[config.mk]
export PLATFORM = sky130hd
export DESIGN_NAME = alu_stage
export DESIGN_NICKNAME = d
export VERILOG_FILES = /design/src/rtl/alu_stage.sv
export SDC_FILE = /design/constraint.sdc
export NUM_CORES = 1
export LEC_CHECK = 0
export BUFFER_PORTS_ARGS = -buffer_cell sky130_fd_sc_hd__buf_2
export CAP_MARGIN = 10
export CORE_ASPECT_RATIO = 1.4
export CORE_UTILIZATION = 35
export DETAILED_ROUTE_END_ITERATION = 10
export PLACE_DENSITY_LB_ADDON = 0.25
export SYNTH_ARGS = -nofsm -noshare
export SYNTH_HDL_FRONTEND = slang
export SYNTH_SLANG_ARGS = --single-unit
[constraint.sdc]
create_clock -name clk -period 2.7 [get_ports clk]
set_input_delay 0.27 -clock clk [delete_from_list [all_inputs] [get_ports clk]]
set_output_delay 0.27 -clock clk [all_outputs]
set_load 0.01 [all_outputs]
[src/rtl/alu_stage.sv]
// alu_stage: 16-bit COMET2-style ALU stage with a valid/ready handshake on
// both sides.
// Arithmetic and logic ops finish in one cycle. Shift ops move one bit
// position per cycle, and the shift count is capped at 17.
//
// Ports:
//   clk        clock; all state updates on the rising edge
//   rst        synchronous active-high reset
//   in_valid   request valid
//   in_ready   high only in IDLE while rst is low
//   op         operation code (0-10 legal, 11-15 illegal)
//   a          first operand
//   b          second operand, or the shift count for shift ops
//   out_valid  result and flags valid; held until out_ready
//   out_ready  consumer accepts the result
//   result     16-bit result
//   of/sf/zf   overflow, sign and zero flags
//   err        illegal opcode
module alu_stage (
   input  logic        clk,
   input  logic        rst,
   input  logic        in_valid,
   output logic        in_ready,
   input  logic [3:0]  op,
   input  logic [15:0] a,
   input  logic [15:0] b,
   output logic        out_valid,
   input  logic        out_ready,
   output logic [15:0] result,
   output logic        of,
   output logic        sf,
   output logic        zf,
   output logic        err
);

   typedef enum logic [1:0] {StIdle, StShift, StDone} state_e;

   state_e      r_state;
   logic [15:0] r_work;
   logic [4:0]  r_cnt;
   logic [3:0]  r_op;
   logic        r_of, r_sf, r_zf, r_err;

   state_e      w_state_nxt;
   logic [15:0] w_work_nxt;
   logic [4:0]  w_cnt_nxt;
   logic [3:0]  w_op_nxt;
   logic        w_of_nxt, w_sf_nxt, w_zf_nxt, w_err_nxt;

   logic [16:0] w_sum, w_diff;
   logic [15:0] w_alu_res;
   logic        w_alu_of;
   logic [4:0]  w_n;
   logic [15:0] w_shift_val;
   logic        w_shift_out;

   assign w_sum  = {1'b0, a} + {1'b0, b};
   assign w_diff = {1'b0, a} + {1'b0, ~b} + 17'd1;
   assign w_n    = (b > 16'd17) ? 5'd17 : b[4:0];

   // Single-cycle ops 0-6.
   always_comb begin
      w_alu_res = 16'h0000;
      w_alu_of  = 1'b0;
      case (op)
         4'd0: begin
            w_alu_res = w_sum[15:0];
            w_alu_of  = (a[15] == b[15]) && (w_sum[15] != a[15]);
         end
         4'd1: begin
            w_alu_res = w_sum[15:0];
            w_alu_of  = w_sum[16];
         end
         4'd2: begin
            w_alu_res = w_diff[15:0];
            w_alu_of  = (a[15] != b[15]) && (w_diff[15] != a[15]);
         end
         4'd3: begin
            w_alu_res = w_diff[15:0];
            w_alu_of  = ~w_diff[16];  // no carry out means a borrow (a < b)
         end
         4'd4: w_alu_res = a & b;
         4'd5: w_alu_res = a | b;
         4'd6: w_alu_res = a ^ b;
         default: ;
      endcase
   end

   // One bit-step of the latched shift op on the working register.
   always_comb begin
      w_shift_val = r_work;
      w_shift_out = 1'b0;
      case (r_op)
         4'd7: begin
            w_shift_val = {r_work[15], r_work[13:0], 1'b0};
            w_shift_out = r_work[14];
         end
         4'd8: begin
            w_shift_val = {r_work[15], r_work[15:1]};
            w_shift_out = r_work[0];
         end
         4'd9: begin
            w_shift_val = {r_work[14:0], 1'b0};
            w_shift_out = r_work[15];
         end
         4'd10: begin
            w_shift_val = {1'b0, r_work[15:1]};
            w_shift_out = r_work[0];
         end
         default: ;
      endcase
   end

   always_comb begin
      w_state_nxt = r_state;
      w_work_nxt  = r_work;
      w_cnt_nxt   = r_cnt;
      w_op_nxt    = r_op;
      w_of_nxt    = r_of;
      w_sf_nxt    = r_sf;
      w_zf_nxt    = r_zf;
      w_err_nxt   = r_err;
      case (r_state)
         StIdle: begin
            if (in_valid) begin
               w_op_nxt  = op;
               w_err_nxt = 1'b0;
               if (op <= 4'd6) begin
                  w_work_nxt  = w_alu_res;
                  w_of_nxt    = w_alu_of;
                  w_sf_nxt    = w_alu_res[15];
                  w_zf_nxt    = (w_alu_res == 16'h0000);
                  w_state_nxt = StDone;
               end else if (op <= 4'd10) begin
                  // Flags preset for the n = 0 case; SHIFT overwrites them.
                  w_work_nxt  = a;
                  w_cnt_nxt   = w_n;
                  w_of_nxt    = 1'b0;
                  w_sf_nxt    = a[15];
                  w_zf_nxt    = (a == 16'h0000);
                  w_state_nxt = (w_n == 5'd0) ? StDone : StShift;
               end else begin
                  w_work_nxt  = 16'h0000;
                  w_of_nxt    = 1'b0;
                  w_sf_nxt    = 1'b0;
                  w_zf_nxt    = 1'b0;
                  w_err_nxt   = 1'b1;
                  w_state_nxt = StDone;
               end
            end
         end
         StShift: begin
            w_work_nxt = w_shift_val;
            w_of_nxt   = w_shift_out;
            w_sf_nxt   = w_shift_val[15];
            w_zf_nxt   = (w_shift_val == 16'h0000);
            w_cnt_nxt  = r_cnt - 5'd1;
            if (r_cnt == 5'd1) w_state_nxt = StDone;
         end
         StDone: begin
            if (out_ready) w_state_nxt = StIdle;
         end
         default: w_state_nxt = StIdle;
      endcase
   end

   always_ff @(posedge clk) begin
      if (rst) begin
         r_state <= StIdle;
         r_work  <= 16'h0000;
         r_cnt   <= 5'd0;
         r_op    <= 4'd0;
         r_of    <= 1'b0;
         r_sf    <= 1'b0;
         r_zf    <= 1'b0;
         r_err   <= 1'b0;
      end else begin
         r_state <= w_state_nxt;
         r_work  <= w_work_nxt;
         r_cnt   <= w_cnt_nxt;
         r_op    <= w_op_nxt;
         r_of    <= w_of_nxt;
         r_sf    <= w_sf_nxt;
         r_zf    <= w_zf_nxt;
         r_err   <= w_err_nxt;
      end
   end

   assign in_ready  = (r_state == StIdle) && !rst;
   assign out_valid = (r_state == StDone);
   assign result    = r_work;
   assign of        = r_of;
   assign sf        = r_sf;
   assign zf        = r_zf;
   assign err       = r_err;

endmodule

==> results.yml <==
status:
  status: "completed"
clock_tree:
  cts_sinks: 30
  clk_pin_slew_ns: 0.05
  clock-root-buffer: "clkbuf_16"
  cts_buffers: 5
  tritoncts: "built"
  clock_path_buffers: 2
  cts.htree.levels: 2
  clk_latency_ns: 0.28
flow_run:
  drv_cap: 0
setup_path:
  arrival_ns: 2.81
  critPathTopFamily: "compound AO/OA/AOI/OAI gates"
  path_cells: "buf_2 -> inv_1 -> ha_1 -> nor2_2 -> o311ai_4 -> a21o_1 -> a2111oi_4 -> o21ai_1 -> a221oi_2 -> nor3_1 -> and4_1 -> a31o_1"
  worstPathMaxFanout: 5
  critPathBufInv: 2
  required_ns: 2.87
  crit_path_end_kind: "flip-flop"
  path_class: "input pin to flip-flop"
  crit_slowest_cell: "a2111oi_4"
  critical_path.startpoint_type: "input pin"
  cpPeakStageDelay_ns: 0.43
floorplan:
  core_um2: 12900
  start_util_pct: 36.3
  die-area_um2: 13900
  std_cell_rows: 49
  die_y_um: 139
  io_pins: 62
  die_w_um: 99.8
finish:
  n_antenna_cell: 0
  final-seq-area_um2: 601
  drive_gt1_share_pct: 29.8
  fillCellCount: 1334
  final_nets: 896
  synthToLayoutAreaGrowth_pct: 33.5
  fin_cells: 980
  final_cell_area_um2: 6260
  multiInputGateArea_um2: 3870
grt:
  grt_use_met2_pct: 46.2
  antenna_found_initial: 0
  grtUsageMet1_pct: 31.4
  grt_use_total_pct: 26.7
  overflow: 0
  grt_pass1_vias: 5663
  grt_max_degree: 33
  gr-usage-met3_pct: 2.77
  grt_pass1_wl_mm: 29.2
  grt_busiest_layer: "met2"
routing:
  final_antenna_net_count: 0
  vias_per_cell: 5.96
  drcViolationCount: 0
  wire_per_inst_um: 19.1
  drt_wl_total_mm: 18.7
  drt_iter0_drc: 417
  dr.pass1.iters: 9
  vias: 5838
timing:
  fmax_mhz: 379
  slew_viol_final: 0
  final_hold_viol_count: 0
  tightest_slew_ns: 1.03
  slew_headroom_pct: 30.9
  fin_crit_sh_pct: 97.7
  rsz0062_at_grt: "yes"
  setup_viol: 0
  finClkSkew_ns: 0.00511
  period_minus_slack_ns: 2.64
  holdWs_ns: 0.304
pwr:
  power.leakage_nw: 2.77
  p_per_area_nw_per_um2: 373
  irDropWorstVdd_mv: 0.267
synth:
  ys.flop_type: "dfxtp_1"
  yosys_warnings: 0
  synth_fa_ha_area_share_pct: 15.0
  muxShareOfSynthArea_pct: 3.44
  synth_fp_nets: 752
  synth_xor_xnor_area_share_pct: 1.87
  syn_area_um2: 4690
  synth_top_family_by_area: "compound AO/OA/AOI/OAI gates"
  ys_ff_latch: 30
  syn_inst: 657
  syn_avg_cell_area_um2: 7.14
  synth_cell_types: 83
  synth_compound_area_share_pct: 35.3
  yosys.area_share.simple_pct: 22.9
  synth-async-reset-ratio_pct: 0
  synth-edff-count: 0
  ys_seq_area_share_pct: 12.8
placed_design:
  port_buffers: 61
  dp_hpwl_mm: 14.9
  gp_congestion: 1.02
  dp_cells: 970
  place_area_um2: 5910
hold_path:
  hp-class: "input pin to flip-flop"
cells by family (layout without fill, tap and decap cells):
group | Yosys count | after routing
compound gates | 230 | 230
simple gates | 216 | 216
buf+inv | 100 | 245
fa+ha+maj | 55 | 55
flops | 30 | 30
mux | 16 | 16
xor+xnor | 10 | 10
final timing paths:
| kind | slack, ns | end | depth (start not counted) | from |
|---|---|---|---|---|
| worst max-delay path | 0.06 | zf | 12 | a[1] |
| worst min-delay path | 0.30 | r_state[1] | 4 | out_ready |
| worst max register to register | 0.14 | zf | 8 | r_op[3] |
| worst min register to register | 0.47 | err | 2 | err |
layout by cell type, fill, tap and decap left out, drive strengths merged, types with 8 or more instances in the layout:
cell / n
xnor2: 8
o211ai: 9
inv: 55
a21oi: 58
o22ai: 12
a222oi: 14
nor2b: 18
a211oi: 11
nor4: 13
nand2: 51
dfxtp: 30
nor3: 21
mux2i: 15
a31oi: 12
nor2: 65
ha: 53
buf: 182
o21ai: 34
nand2b: 9
final cells by class:
cell class	instances	area share, %
timing repair buffer	182	19.4
inverter	55	3.30
clock buffer	7	2.28
clock inverter	1	0.0799
tap	178	3.56
multi-input combinational	527	61.8
sequential	30	9.59
what timing repair did:
item | CTS | global route
hold buffers | 0 | 0
resized for setup | 6 | 35
setup buffers | 2 | 0
pin swaps | 3 | 12
endpoints found under the setup margin | 1 | 9
stage by stage:
| step | utilization (%) | setup slack (ns) | total power [mW] | setup TNS [ns] |
|---|---|---|---|---|
| final | 48.4 | 0.0619 | 2.34 | 0 |
| after global routing | 48.4 | -0.0383 | 2.46 | -0.0678 |
| after CTS | 47.2 | 0.000111 | 2.27 | 0 |
| after detailed placement | 45.7 | -0.339 | 1.69 | -1.81 |
| after global placement | 45.7 | -0.335 | 1.67 | -1.49 |
| after floorplan | - | 0.0897 | 1.21 | 0 |
synth_stat cells (all sizes together) (8+ instances only):
cell type  count  area, um2
a211oi        11       87.6
a21oi         58        290
a222oi        14        140
a31oi         12       75.1
buf           23        118
clkbuf        22       83.8
dfxtp         30        601
ha            53        663
inv           55        206
mux2i         15        150
nand2         51        191
nand2b         9       56.3
nor2          65        246
nor2b         18        113
nor3          21        105
nor4          13       93.8
o211ai         9       67.6
o21ai         34        170
o22ai         12       75.1
xnor2          8       70.1
power by group:
| group | switching (mW) | internal [mW] | total, mW |
|---|---|---|---|
| registers | 0.0577 | 0.486 | 0.543 |
| logic | 0.686 | 0.540 | 1.23 |
| clock network | 0.203 | 0.365 | 0.568 |
| total | 0.947 | 1.39 | 2.34 |
layer usage:
metal,wire [um],part of all wire [%]
met1,7400,39
met2,9160,49
met3,1100,5.9
met4,1080,5.8
met5,0,0
worst reg2reg max path, cell delays in order (launching register included):
cell and delay [ns]:
dfxtp_1 0.40, nand2b_1 0.15, nor2_1 0.80, a222oi_1 0.38, nand4_1 0.18, nor4_1 0.07
a31oi_1 0.19, nor3_1 0.08, a31o_1 0.20
state kept, by name, indices dropped and copies added (netlist names):
signal,flops
r_state,2
zf,1
of,1
err,1
r_op,4
sf,1
r_cnt,5
result,15
Power figures use the tool's default switching activity.
